$ cat config.mk
export PLATFORM = sky130hd
export DESIGN_NAME = cardinal_nic
export DESIGN_NICKNAME = d
export VERILOG_FILES = /design/src/rtl/cardinal_pkg.sv /design/src/rtl/cardinal_nic_chan_buf.sv /design/src/rtl/cardinal_nic.sv
export SDC_FILE = /design/constraint.sdc
export NUM_CORES = 1
export LEC_CHECK = 0
export BUFFER_PORTS_ARGS = -buffer_cell sky130_fd_sc_hd__buf_2
export CAP_MARGIN = 20
export CORE_MARGIN = 8
export CORE_UTILIZATION = 43
export DETAILED_ROUTE_END_ITERATION = 10
export PLACE_DENSITY_LB_ADDON = 0.2
export SYNTH_ARGS = -nofsm -noshare
export SYNTH_HDL_FRONTEND = slang
export SYNTH_SLANG_ARGS = --single-unit
export TNS_END_PERCENT = 30
$ cat constraint.sdc
create_clock -name clk -period 1.35 [get_ports clk]
set_input_delay 0.135 -clock clk [delete_from_list [all_inputs] [get_ports clk]]
set_output_delay 0.135 -clock clk [all_outputs]
set_load 0.1 [all_outputs]
$ cat src/rtl/cardinal_pkg.sv
// Shared constants for the cardinal NIC: register map, VC tag position, data width.
package cardinal_pkg;

  localparam int NIC_DATA_WIDTH = 64;
  localparam int NIC_VC_BIT     = 63;

  localparam logic [1:0] NIC_IN_BUF   = 2'b00;
  localparam logic [1:0] NIC_IN_STAT  = 2'b01;
  localparam logic [1:0] NIC_OUT_BUF  = 2'b10;
  localparam logic [1:0] NIC_OUT_STAT = 2'b11;

endpackage

$ cat src/rtl/cardinal_nic_chan_buf.sv
// One-packet channel buffer: data register plus full flag; load wins over clear.
module nic_chan_buf #(
  parameter int WIDTH = 64
) (
  input  logic             clk_i,
  input  logic             rst_ni,
  input  logic             load_i,
  input  logic             clear_i,
  input  logic [WIDTH-1:0] data_i,
  output logic [WIDTH-1:0] data_o,
  output logic             full_o
);

  logic [WIDTH-1:0] data_q, data_d;
  logic             full_q, full_d;

  always_comb begin
    data_d = data_q;
    full_d = full_q;
    if (load_i) begin
      data_d = data_i;
      full_d = 1'b1;
    end else if (clear_i) begin
      full_d = 1'b0;
    end
  end

  always_ff @(posedge clk_i or negedge rst_ni) begin
    if (!rst_ni) begin
      data_q <= '0;
      full_q <= 1'b0;
    end else begin
      data_q <= data_d;
      full_q <= full_d;
    end
  end

  assign data_o = data_q;
  assign full_o = full_q;

endmodule

$ cat src/rtl/cardinal_nic.sv
// PE <-> router NIC with one-packet input and output buffers.
// Define CARDINAL_NIC_STATS_EN to add tx_count/rx_count handshake counters.
module cardinal_nic
  import cardinal_pkg::*;
#(
  parameter int DATA_WIDTH = NIC_DATA_WIDTH,
  parameter int ADDR_WIDTH = 2,
  parameter int VC_BIT     = NIC_VC_BIT
`ifdef CARDINAL_NIC_STATS_EN
  , parameter int CNT_WIDTH = 16
`endif
) (
  input  logic                  clk,
  input  logic                  reset,
  input  logic [ADDR_WIDTH-1:0] addr,
  input  logic [DATA_WIDTH-1:0] d_in,
  output logic [DATA_WIDTH-1:0] d_out,
  input  logic                  nicEn,
  input  logic                  nicWrEn,
  output logic                  net_so,
  input  logic                  net_ro,
  output logic [DATA_WIDTH-1:0] net_do,
  input  logic                  net_polarity,
  input  logic                  net_si,
  output logic                  net_ri,
  input  logic [DATA_WIDTH-1:0] net_di
`ifdef CARDINAL_NIC_STATS_EN
  , output logic [CNT_WIDTH-1:0] tx_count,
  output logic [CNT_WIDTH-1:0] rx_count
`endif
);

  logic [DATA_WIDTH-1:0] in_buf, out_buf;
  logic                  in_full, out_full;
  logic                  pe_rd, pe_wr, out_load, in_load, in_clear;

  assign pe_rd = nicEn && !nicWrEn;
  assign pe_wr = nicEn && nicWrEn;

  // A write landing while the buffer is still full (even if it drains this cycle) is dropped.
  assign out_load = pe_wr && (addr == ADDR_WIDTH'(NIC_OUT_BUF)) && !out_full;
  assign net_so   = out_full && net_ro && (out_buf[VC_BIT] == net_polarity);
  assign net_do   = net_so ? out_buf : '0;

  assign net_ri   = !in_full;
  assign in_load  = net_si && !in_full;
  assign in_clear = pe_rd && (addr == ADDR_WIDTH'(NIC_IN_BUF)) && in_full;

  nic_chan_buf #(.WIDTH(DATA_WIDTH)) u_out_buf (
    .clk_i  (clk),
    .rst_ni (reset),
    .load_i (out_load),
    .clear_i(net_so),
    .data_i (d_in),
    .data_o (out_buf),
    .full_o (out_full)
  );

  nic_chan_buf #(.WIDTH(DATA_WIDTH)) u_in_buf (
    .clk_i  (clk),
    .rst_ni (reset),
    .load_i (in_load),
    .clear_i(in_clear),
    .data_i (net_di),
    .data_o (in_buf),
    .full_o (in_full)
  );

  always_comb begin
    d_out = '0;
    if (pe_rd) begin
      case (addr)
        ADDR_WIDTH'(NIC_IN_BUF):   d_out = in_buf;
        ADDR_WIDTH'(NIC_IN_STAT):  d_out = {{(DATA_WIDTH-1){1'b0}}, in_full};
        ADDR_WIDTH'(NIC_OUT_BUF):  d_out = out_buf;
        ADDR_WIDTH'(NIC_OUT_STAT): d_out = {{(DATA_WIDTH-1){1'b0}}, out_full};
        default:                   d_out = '0;
      endcase
    end
  end

`ifdef CARDINAL_NIC_STATS_EN
  logic [CNT_WIDTH-1:0] tx_cnt_q, rx_cnt_q;

  always_ff @(posedge clk or negedge reset) begin
    if (!reset) begin
      tx_cnt_q <= '0;
      rx_cnt_q <= '0;
    end else begin
      if (net_so)  tx_cnt_q <= tx_cnt_q + CNT_WIDTH'(1);
      if (in_load) rx_cnt_q <= rx_cnt_q + CNT_WIDTH'(1);
    end
  end

  assign tx_count = tx_cnt_q;
  assign rx_count = rx_cnt_q;
`endif

  // The router must never strobe into a full input buffer.
  a_si_when_full : assert property (@(posedge clk) disable iff (!reset) net_si |-> !in_full);

endmodule

; ---- Yosys cells after proc, flatten, opt, wreduce, memory -nomap -nowiden
; Cells that the tools add are included.
[totals]
regBits = 130
word_cells = 30
inputBits = 137
out_inout_bits = 130
[classes]
n_mux = 7
n_reduce_logical = 15
eq_ne = 4
[ops]
columns = operator, n
row1 = $pmux 64 s4, 1
row2 = $mux 64, 2
row3 = $logic_and 1x1->1, 9
row4 = $eq 2x2->1 const B, 2
row5 = $mux 1, 4
row6 = $reduce_bool 2->1, 2
row7 = $logic_not 1->1, 3
row8 = $eq 2x1->1 const B, 1
row9 = $logic_not 2->1, 1
row10 = $eq 1x1->1, 1

; ---- Logic depth before layout (Yosys ltp)
; Gate-level depths: netlist of run 1.
[logic_depth]
word_depth = 6
ltp_mapped = 5

; ---- By module
; A second synthesis of run 1 with hierarchy kept.
[unflattened]
hier_cells = 505
hier_area_um2 = 6870.3
[by_module_without_submodules]
columns = module, instances, area_each_um2, cells_each
row1 = nic_chan_buf, 2, 2615.0, 138
row2 = cardinal_nic, 1, 1640.3, 229

; ---- Least setup slack after synthesis of run 1
; Ideal clock, no wire load.
[synth_timing]
path_kind = reg-to-output
startpoint = reg u_out_buf.data_q[63] (netlist: u_out_buf.data_o[63])
endpoint = out net_do[55]
path_stages_with_launch = 5
path_buffers = 1
path_slack_ps = -1332
arrival_time_ps = 2547
required_time_ps = 1215
path_cell_list = dfrtp_1 > xnor2_1 > and3_1 > clkbuf_1 > and2_1
[synth_via]
elab_chain_cells = 3
[synth_lines]
columns = element, line_no
row1 = start: declaration, cardinal_nic_chan_buf.sv:14  ; logic [WIDTH-1:0] data_q, data_d;
row2 = start signal: assignment, cardinal_nic_chan_buf.sv:33  ; data_q <= data_d;
row3 = $eq 1x1->1, cardinal_nic.sv:42  ; assign net_so = out_full && net_ro && (out_buf[VC_BIT] == net_polarity);
row4 = $logic_and 1x1->1, cardinal_nic.sv:42
row5 = net net_so, cardinal_nic.sv:20  ; output logic net_so,
row6 = $mux 64, cardinal_nic.sv:43  ; assign net_do = net_so ? out_buf : '0;
row7 = end: declaration, cardinal_nic.sv:22  ; output logic [DATA_WIDTH-1:0] net_do,
; The timed path passes the listed nets, and every way through them passes these cells.

; ---- Final worst setup path of run 1
[layout_timing]
startpoint = reg u_out_buf.data_q[63] (netlist: u_out_buf.data_o[63])
endpoint = out net_do[0]
[layout_via]
elab_chain_cells = 3
[layout_lines]
columns = element, line_no
row1 = $eq 1x1->1, cardinal_nic.sv:42
row2 = $logic_and 1x1->1, cardinal_nic.sv:42
row3 = $mux 64, cardinal_nic.sv:43
; No other way between the ends.

==> impl_metrics.py, run 1 <==
metrics = {
    "pwr": {
        "cellLeakagePower_nw": 5.84,
        "intPower_mw": 13.8,
        "sequentialPowerShare_pct": 34.6,
        "power_frac_clock_pct": 19.7,
        "switchingPower_mw": 9.61,
        "swShare_pct": 41.1,
        "powerDensity_mw_per_mm2": 1830,
        "ir_worst_vdd_mv": 1.35,
        "p_comb_share_pct": 45.7,
    },
    "sta": {
        "slew_headroom_pct": 73.8,
        "worstMarginPinSlew_ns": 0.393,
        "period_share_pct": 150,
        "rsz0062_at_grt": "true",
        "finalSetupTns_ns": -72.79,
        "finalHoldViolCount": 0,
        "finalSetupViolCount": 259,
        "skew_ns": 0.00595,
        "slew_viol_final": 0,
        "finalWorstSetupSlack_ns": -0.670,
        "fin_crit_ns": 2.02,
        "fmax_mhz": 495,
        "timing.hold.ws_ns": 0.276,
    },
    "clock_tree": {
        "cts-htree-levels": 4,
        "clkTransAtPathRegs_ns": 0.06,
        "cts-root-buf": "clkbuf_16",
        "cts_buffers": 17,
        "clk_latency_ns": 0.41,
        "cts_sinks": 130,
        "cts_tree": "done",
        "ctsLongestPathBuffers": 2,
    },
    "floorplanning": {
        "io_pins": 267,
        "design.die.area_sq_mm": 0.0179,
        "die_x_um": 134,
        "start_util_pct": 43.4,
        "rows": 43,
        "coreArea_sq_mm": 0.0137,
        "die_height_um": 134,
    },
    "worst_setup_path": {
        "required_ns": 1.22,
        "crit_arrival_ns": 1.89,
        "crit_type": "reg2out",
        "r2r-start": "u_out_buf.full_o$_DFFE_PN0P_",
        "rr_worst_depth": 4,
        "r2r-end": "u_out_buf.data_o[32]$_DFFE_PN0P_",
        "critPathBufInv": 2,
        "critPathMostFrequentCell": "buf_12",
        "path_delay_family": "simple AND/OR/NAND/NOR gates",
        "start_kind": "register",
        "r2r_slack_ns": -0.30,
        "end_kind": "primary output",
        "crit_fanout": 25,
        "max_stage_delay_ns": 0.42,
        "cp_slowest_cell": "dfrtp_1",
        "cp_cell_sequence": "xnor2_2 > and3_4 > buf_12 > and2_2 > buf_12",
    },
    "run_status": {
        "violations": "negative setup slack",
        "status": "complete, but fails checks",
    },
    "placement": {
        "placed_area_sq_mm": 0.00990,
        "place_ws_ns": -0.195,
        "portBuffers": 266,
        "gp_congestion": 0.808,
        "hpwl_mm": 14.9,
    },
    "grt": {
        "grt_overflow": 0,
        "antenna_found_initial": 3,
        "met1_usage_pct": 33.0,
        "first_global_vias": 6580,
        "use_met3_pct": 10.1,
        "grt_use_total_pct": 30.7,
        "grt_pass1_wl_mm": 41.4,
        "globalRouteMet2Util_pct": 53.9,
        "grt_max_degree": 68,
        "grt-busiest-layer": "met2",
    },
    "synth": {
        "syn_area_per_cell_sq_um": 13.7,
        "synth_cells": 433,
        "yosysSeqAreaShare_pct": 54.7,
        "synth_warnings": 0,
        "synthesis.nets": 570,
        "ys_types": 19,
        "syn_area_sq_mm": 0.00595,
        "ys_ff_latch": 130,
    },
    "job": {
        "drv_cap": 0,
    },
    "route": {
        "viasPerCell": 5.54,
        "first_iter_violations": 407,
        "drcViolationCount": 0,
        "wl_mm": 29.9,
        "post_drt_wl_per_cell_um": 28.3,
        "ant_nets": 0,
        "num_vias": 5841,
        "dr.pass1.iters": 5,
    },
    "cells_and_area": {
        "nNetsFinal": 997,
        "fin_util_pct": 92.9,
        "syn2layout_area_growth_pct": 114,
        "fillers": 401,
        "drive_above_1_share_pct": 64.8,
        "final_area_sq_mm": 0.0127,
    },
    "worst_hold_path": {
        "min_path_type": "in2async",
    },
}
flip-flops by register name (all words and copies together) (netlist names):
register          cells
u_in_buf.data_o      64
u_in_buf.full_o       1
u_out_buf.data_o     64
u_out_buf.full_o      1
cells by family after synthesis:
| logic type | count (synthesis) | synth area share [%] |
|---|---|---|
| muxes | 129 | 24.6 |
| and+or+nand+nor | 73 | 7.72 |
| xor gates and xnor gates | 1 | 0.147 |
| buffers and inverters | 35 | 3.34 |
| DFF | 130 | 54.7 |
| AOI/OAI and AO/OA | 65 | 9.52 |
cell usage after synthesis (all sizes together):
master    n  share of area (%)
inv       2               0.13
xnor2     1               0.15
nand2     1              0.063
clkbuf    6               0.38
a22o     63                9.3
buf      27                2.8
o21bai    2               0.25
dfrtp   130                 55
mux2    128                 24
and2     64                6.7
mux4      1               0.38
nor2      1              0.063
nor2b     2               0.21
nand2b    2               0.21
nor3      2               0.34
and3      1               0.11
layout by cell type, fill, tap and decap left out, types with 2 or more instances in the layout:
| cell | count |
|---|---|
| buf_12 | 146 |
| buf_2 | 134 |
| dlygate4sd3_1 | 129 |
| dfrtp_1 | 129 |
| mux2_2 | 66 |
| a22o_4 | 60 |
| and2_4 | 60 |
| mux2_1 | 37 |
| mux2_4 | 25 |
| clkbuf_16 | 19 |
| buf_4 | 14 |
| buf_6 | 8 |
| clkbuf_1 | 7 |
| buf_16 | 7 |
| and2_2 | 4 |
| diode_2 | 3 |
| a22o_2 | 3 |
| bufinv_16 | 3 |
| clkinv_2 | 3 |
| nand2b_4 | 2 |
| nor3_4 | 2 |
| nor2b_4 | 2 |
| inv_1 | 2 |
| o21bai_1 | 2 |
power groups by stage:
stage / clock [mW] / combinational (mW) / sequential (mW)
floorplan: 0 / 6.36 / 6.80
global placement: 0 / 9.02 / 7.07
detailed placement: 0 / 9.24 / 7.27
CTS: 4.56 / 9.90 / 7.58
global route: 4.83 / 11.0 / 8.22
finish: 4.61 / 10.7 / 8.09
metrics by stage:
step	total power, mW	std cells
finish	23.4	1055
global route	24.0	1054
CTS	22.0	1047
detailed placement	16.5	873
global placement	16.1	873
floorplan	13.2	433
worst reg2reg max path: stages (launching register included):
cell,delay [ns]
dfrtp_2,0.45
buf_6,0.14
nor3_4,0.25
buf_6,0.28
mux2_1,0.39
final cells by class:
cell class / count / area, sq um / area share [%]
diodes: 3 / 7.51 / 0.0589
clock buffers: 25 / 465 / 3.65
clock inverters: 6 / 105 / 0.825
inverters: 2 / 7.51 / 0.0589
multi-input cells: 268 / 3340 / 26.2
flip-flops and latches: 130 / 3250 / 25.5
well taps: 180 / 225 / 1.77
repair buffers: 441 / 5340 / 41.9
layer usage:
layer	part of all wire [%]	vias up	wire, um
li1	-	2425	-
met1	36	3021	10900
met2	53	328	15800
met3	7.7	65	2300
met4	3.1	2	925
met5	0.053	-	16
worst max path at each step:
stage | from | endpoint | slack [ns] | depth (start not counted)
finish | u_out_buf.data_o[63]$_DFFE_PN0P_ | net_do[0] | -0.67 | 5
global route | u_out_buf.data_o[63]$_DFFE_PN0P_ | net_do[0] | -0.70 | 5
CTS | u_out_buf.data_o[63]$_DFFE_PN0P_ | net_do[0] | -0.61 | 5
detailed placement | nicWrEn | d_out[63] | -0.19 | 6
global placement | addr[0] | u_out_buf.data_o[13]$_DFFE_PN0P_ | -0.17 | 5
floorplan | u_out_buf.full_o$_DFFE_PN0P_ | d_out[0] | -0.20 | 2
repair_timing:
action / CTS / global route
endpoints found under the hold margin: 258 / 0
hold buffers: 129 / 0
setup buffers: 8 / 3
cloned: 6 / 2
resized for setup: 77 / 37
endpoints found under the setup margin: 258 / 259
pin swaps: 69 / 26
(Power assumes the default switching activity.)
==> inputs of run 2 (changes only) <==
--- a/config.mk
+++ b/config.mk
@@ -8,7 +8,7 @@
 export BUFFER_PORTS_ARGS = -buffer_cell sky130_fd_sc_hd__buf_2
 export CAP_MARGIN = 20
 export CORE_MARGIN = 8
-export CORE_UTILIZATION = 43
+export CORE_UTILIZATION = 51
 export DETAILED_ROUTE_END_ITERATION = 10
 export PLACE_DENSITY_LB_ADDON = 0.2
 export SYNTH_ARGS = -nofsm -noshare
==> constraint.sdc (replaced) <==
create_clock -name clk -period 2.5 [get_ports clk]
set_input_delay 0.5 -clock clk [delete_from_list [all_inputs] [get_ports clk]]
set_output_delay 0.5 -clock clk [all_outputs]
set_load 0.1 [all_outputs]
==> run 2 against run 1 <==
Compared with the run above: combinational power is 56% lower; critical path depth stayed put; sequential power is 51% lower; first-iteration DRC count is 22% lower; cell area is 20% lower; sequential share of layout area is 6.6 points higher; worst setup slack better by 0.75 ns; hold slack worse by 0.21 ns; the run now ends clean; clock-buffer cell count is 4 lower; critical endpoint is now net_do[17]; via count is 16% lower; global-route usage is 1.7 points lower.
==> impl_metrics.py, run 2 (same netlist as run 1, synthesis figures left out) <==
metrics = {
    "floorplanning": {
        "design.die.area_sq_mm": 0.0154,
        "die_x_um": 124,
        "io_pins": 267,
        "rows": 39,
        "coreArea_sq_mm": 0.0114,
        "start_util_pct": 52.1,
        "die_height_um": 124,
    },
    "route": {
        "dr.pass1.iters": 4,
        "num_vias": 4922,
        "viasPerCell": 5.74,
        "post_drt_wl_per_cell_um": 25.6,
        "wl_mm": 22.0,
        "first_iter_violations": 317,
        "drcViolationCount": 0,
        "ant_nets": 0,
    },
    "worst_setup_path": {
        "required_ns": 2.00,
        "cp-startpoint": "u_out_buf.data_o[63]$_DFFE_PN0P_",
        "r2r-end": "u_out_buf.data_o[24]$_DFFE_PN0P_",
        "crit_path_end": "net_do[17]",
        "r2r_slack_ns": 0.83,
        "crit_type": "reg2out",
        "start_kind": "register",
        "end_kind": "primary output",
        "r2r-start": "u_out_buf.full_o$_DFFE_PN0P_",
        "crit_arrival_ns": 1.92,
        "crit_fanout": 30,
        "rr_worst_depth": 3,
    },
    "pwr": {
        "power_frac_clock_pct": 25.1,
        "p_comb_share_pct": 40.8,
        "sequentialPowerShare_pct": 34.1,
        "powerDensity_mw_per_mm2": 1150,
        "cellLeakagePower_nw": 4.56,
        "finalPower_mw": 11.6,
        "swShare_pct": 38.5,
        "intPower_mw": 7.16,
        "switchingPower_mw": 4.49,
        "ir_worst_vdd_mv": 0.858,
    },
    "cells_and_area": {
        "drive_above_1_share_pct": 58.1,
        "final_common_cell": "buf_2",
        "syn2layout_area_growth_pct": 70.4,
        "nNetsFinal": 835,
        "fillers": 500,
        "final_cell_mix": "buf_2, buf_12, dfrtp_1, mux2_2, and2_1",
        "final_area_sq_mm": 0.0101,
    },
    "sta": {
        "finalSetupViolCount": 0,
        "finalHoldViolCount": 0,
        "slew_headroom_pct": 64.8,
        "skew_ns": 0.00543,
        "slew_viol_final": 0,
        "fin_crit_ns": 2.42,
        "period_share_pct": 96.8,
        "worstMarginPinSlew_ns": 0.528,
        "rsz0062_at_grt": "false",
        "fmax_mhz": 413,
    },
    "clock_tree": {
        "clk_latency_ns": 0.42,
        "post_cts.repair.setup_buffers": 0,
        "clkTransAtPathRegs_ns": 0.06,
        "cts_buffers": 17,
        "cts_sinks": 130,
        "cts-root-buf": "clkbuf_16",
        "cts.repair.resized": 1,
        "cts_tree": "done",
        "ctsHoldBuffers": 0,
        "cts-htree-levels": 4,
        "ctsLongestPathBuffers": 2,
    },
    "placement": {
        "hpwl_mm": 15.0,
        "placed_area_sq_mm": 0.00943,
        "portBuffers": 266,
        "gp_congestion": 0.792,
    },
    "run_status": {
        "status": "finished, final reports clean",
    },
    "grt": {
        "grt_pass1_wl_mm": 32.7,
        "grt_use_total_pct": 28.9,
        "antenna_found_initial": 5,
        "grt_max_degree": 43,
        "grt_overflow": 0,
        "first_global_vias": 5518,
    },
    "job": {
        "drv_cap": 0,
    },
    "worst_hold_path": {
        "min_path_type": "in2async",
    },
}
## run 2: changes by cell type in the layout (fill, tap and decap cells not counted), moves of 11 or more
cell | previous run | this run
dlygate4sd3_1 | 129 | 0
a22o_4 | 60 | 0
and2_4 | 60 | 0
mux2_2 | 66 | 79
mux2_1 | 37 | 49
a22o_1 | 0 | 52
buf_12 | 146 | 135
mux2_4 | 25 | 0
and2_1 | 0 | 57
## run 2: power groups by stage
| stage | Clock (mW) | Combinational, mW | Sequential [mW] |
|---|---|---|---|
| after CTS | 2.96 | 4.80 | 3.94 |
| after global placement | 0 | 4.56 | 3.78 |
| after global routing | 3.05 | 4.93 | 4.07 |
| after detailed placement | 0 | 4.71 | 3.90 |
| final | 2.92 | 4.76 | 3.97 |
| after floorplan | 0 | 3.22 | 3.62 |
## run 2: area by class of cell
cell class                 instances  area [sq um]  area share (%)
antenna                            4          10.0          0.0987
clock buffer                      21           460            4.54
clock inverter                    11           230            2.27
inverter                           2          7.51          0.0741
multi-input combinational        268          2550            25.2
sequential                       130          3250            32.1
tap                              143           179            1.77
timing repair buffer             279          3440            34.0
## run 2: worst min path at each step
stage	to	slack [ns]	depth (start not counted)
CTS	u_out_buf.data_o[3]$_DFFE_PN0P_	0.08	1
global route	u_out_buf.data_o[53]$_DFFE_PN0P_	0.10	1
detailed placement	u_out_buf.data_o[29]$_DFFE_PN0P_	0.50	1
finish	u_out_buf.data_o[53]$_DFFE_PN0P_	0.07	1
global placement	u_out_buf.data_o[16]$_DFFE_PN0P_	0.48	1
floorplan	u_in_buf.data_o[0]$_DFFE_PN0P_	0.20	0
## run 2: routing by layer
layer / vias up / track usage (%) / wire length (um)
li1: 2090 / - / -
met2: 251 / 51.1 / 11800
met4: 2 / 16.4 / 983
met3: 63 / 9.88 / 2030
met5: - / 0 / 12
met1: 2516 / 29.5 / 7230
## run 2: critical path: stages (launching register included)
cell     delay [ns]
dfrtp_1        0.41
xnor2_1        0.13
and3_2         0.24
buf_6          0.24
and2_1         0.27
buf_12         0.20
## run 2: per-stage QoR
stage / cells / utilization, % / setup TNS, ns / hold slack (ns) / setup WS [ns]
2_1_floorplan: 433 / - / -1.14 / 0.204 / -0.157
3_3_place_gp: 822 / 82.6 / 0 / 0.484 / 0.264
3_5_place_dp: 822 / 82.6 / 0 / 0.495 / 0.201
4_1_cts: 854 / 88.7 / 0 / 0.0757 / 0.0415
5_1_grt: 858 / 88.8 / 0 / 0.101 / 0.00839
6_report: 858 / 88.8 / 0 / 0.0662 / 0.0807
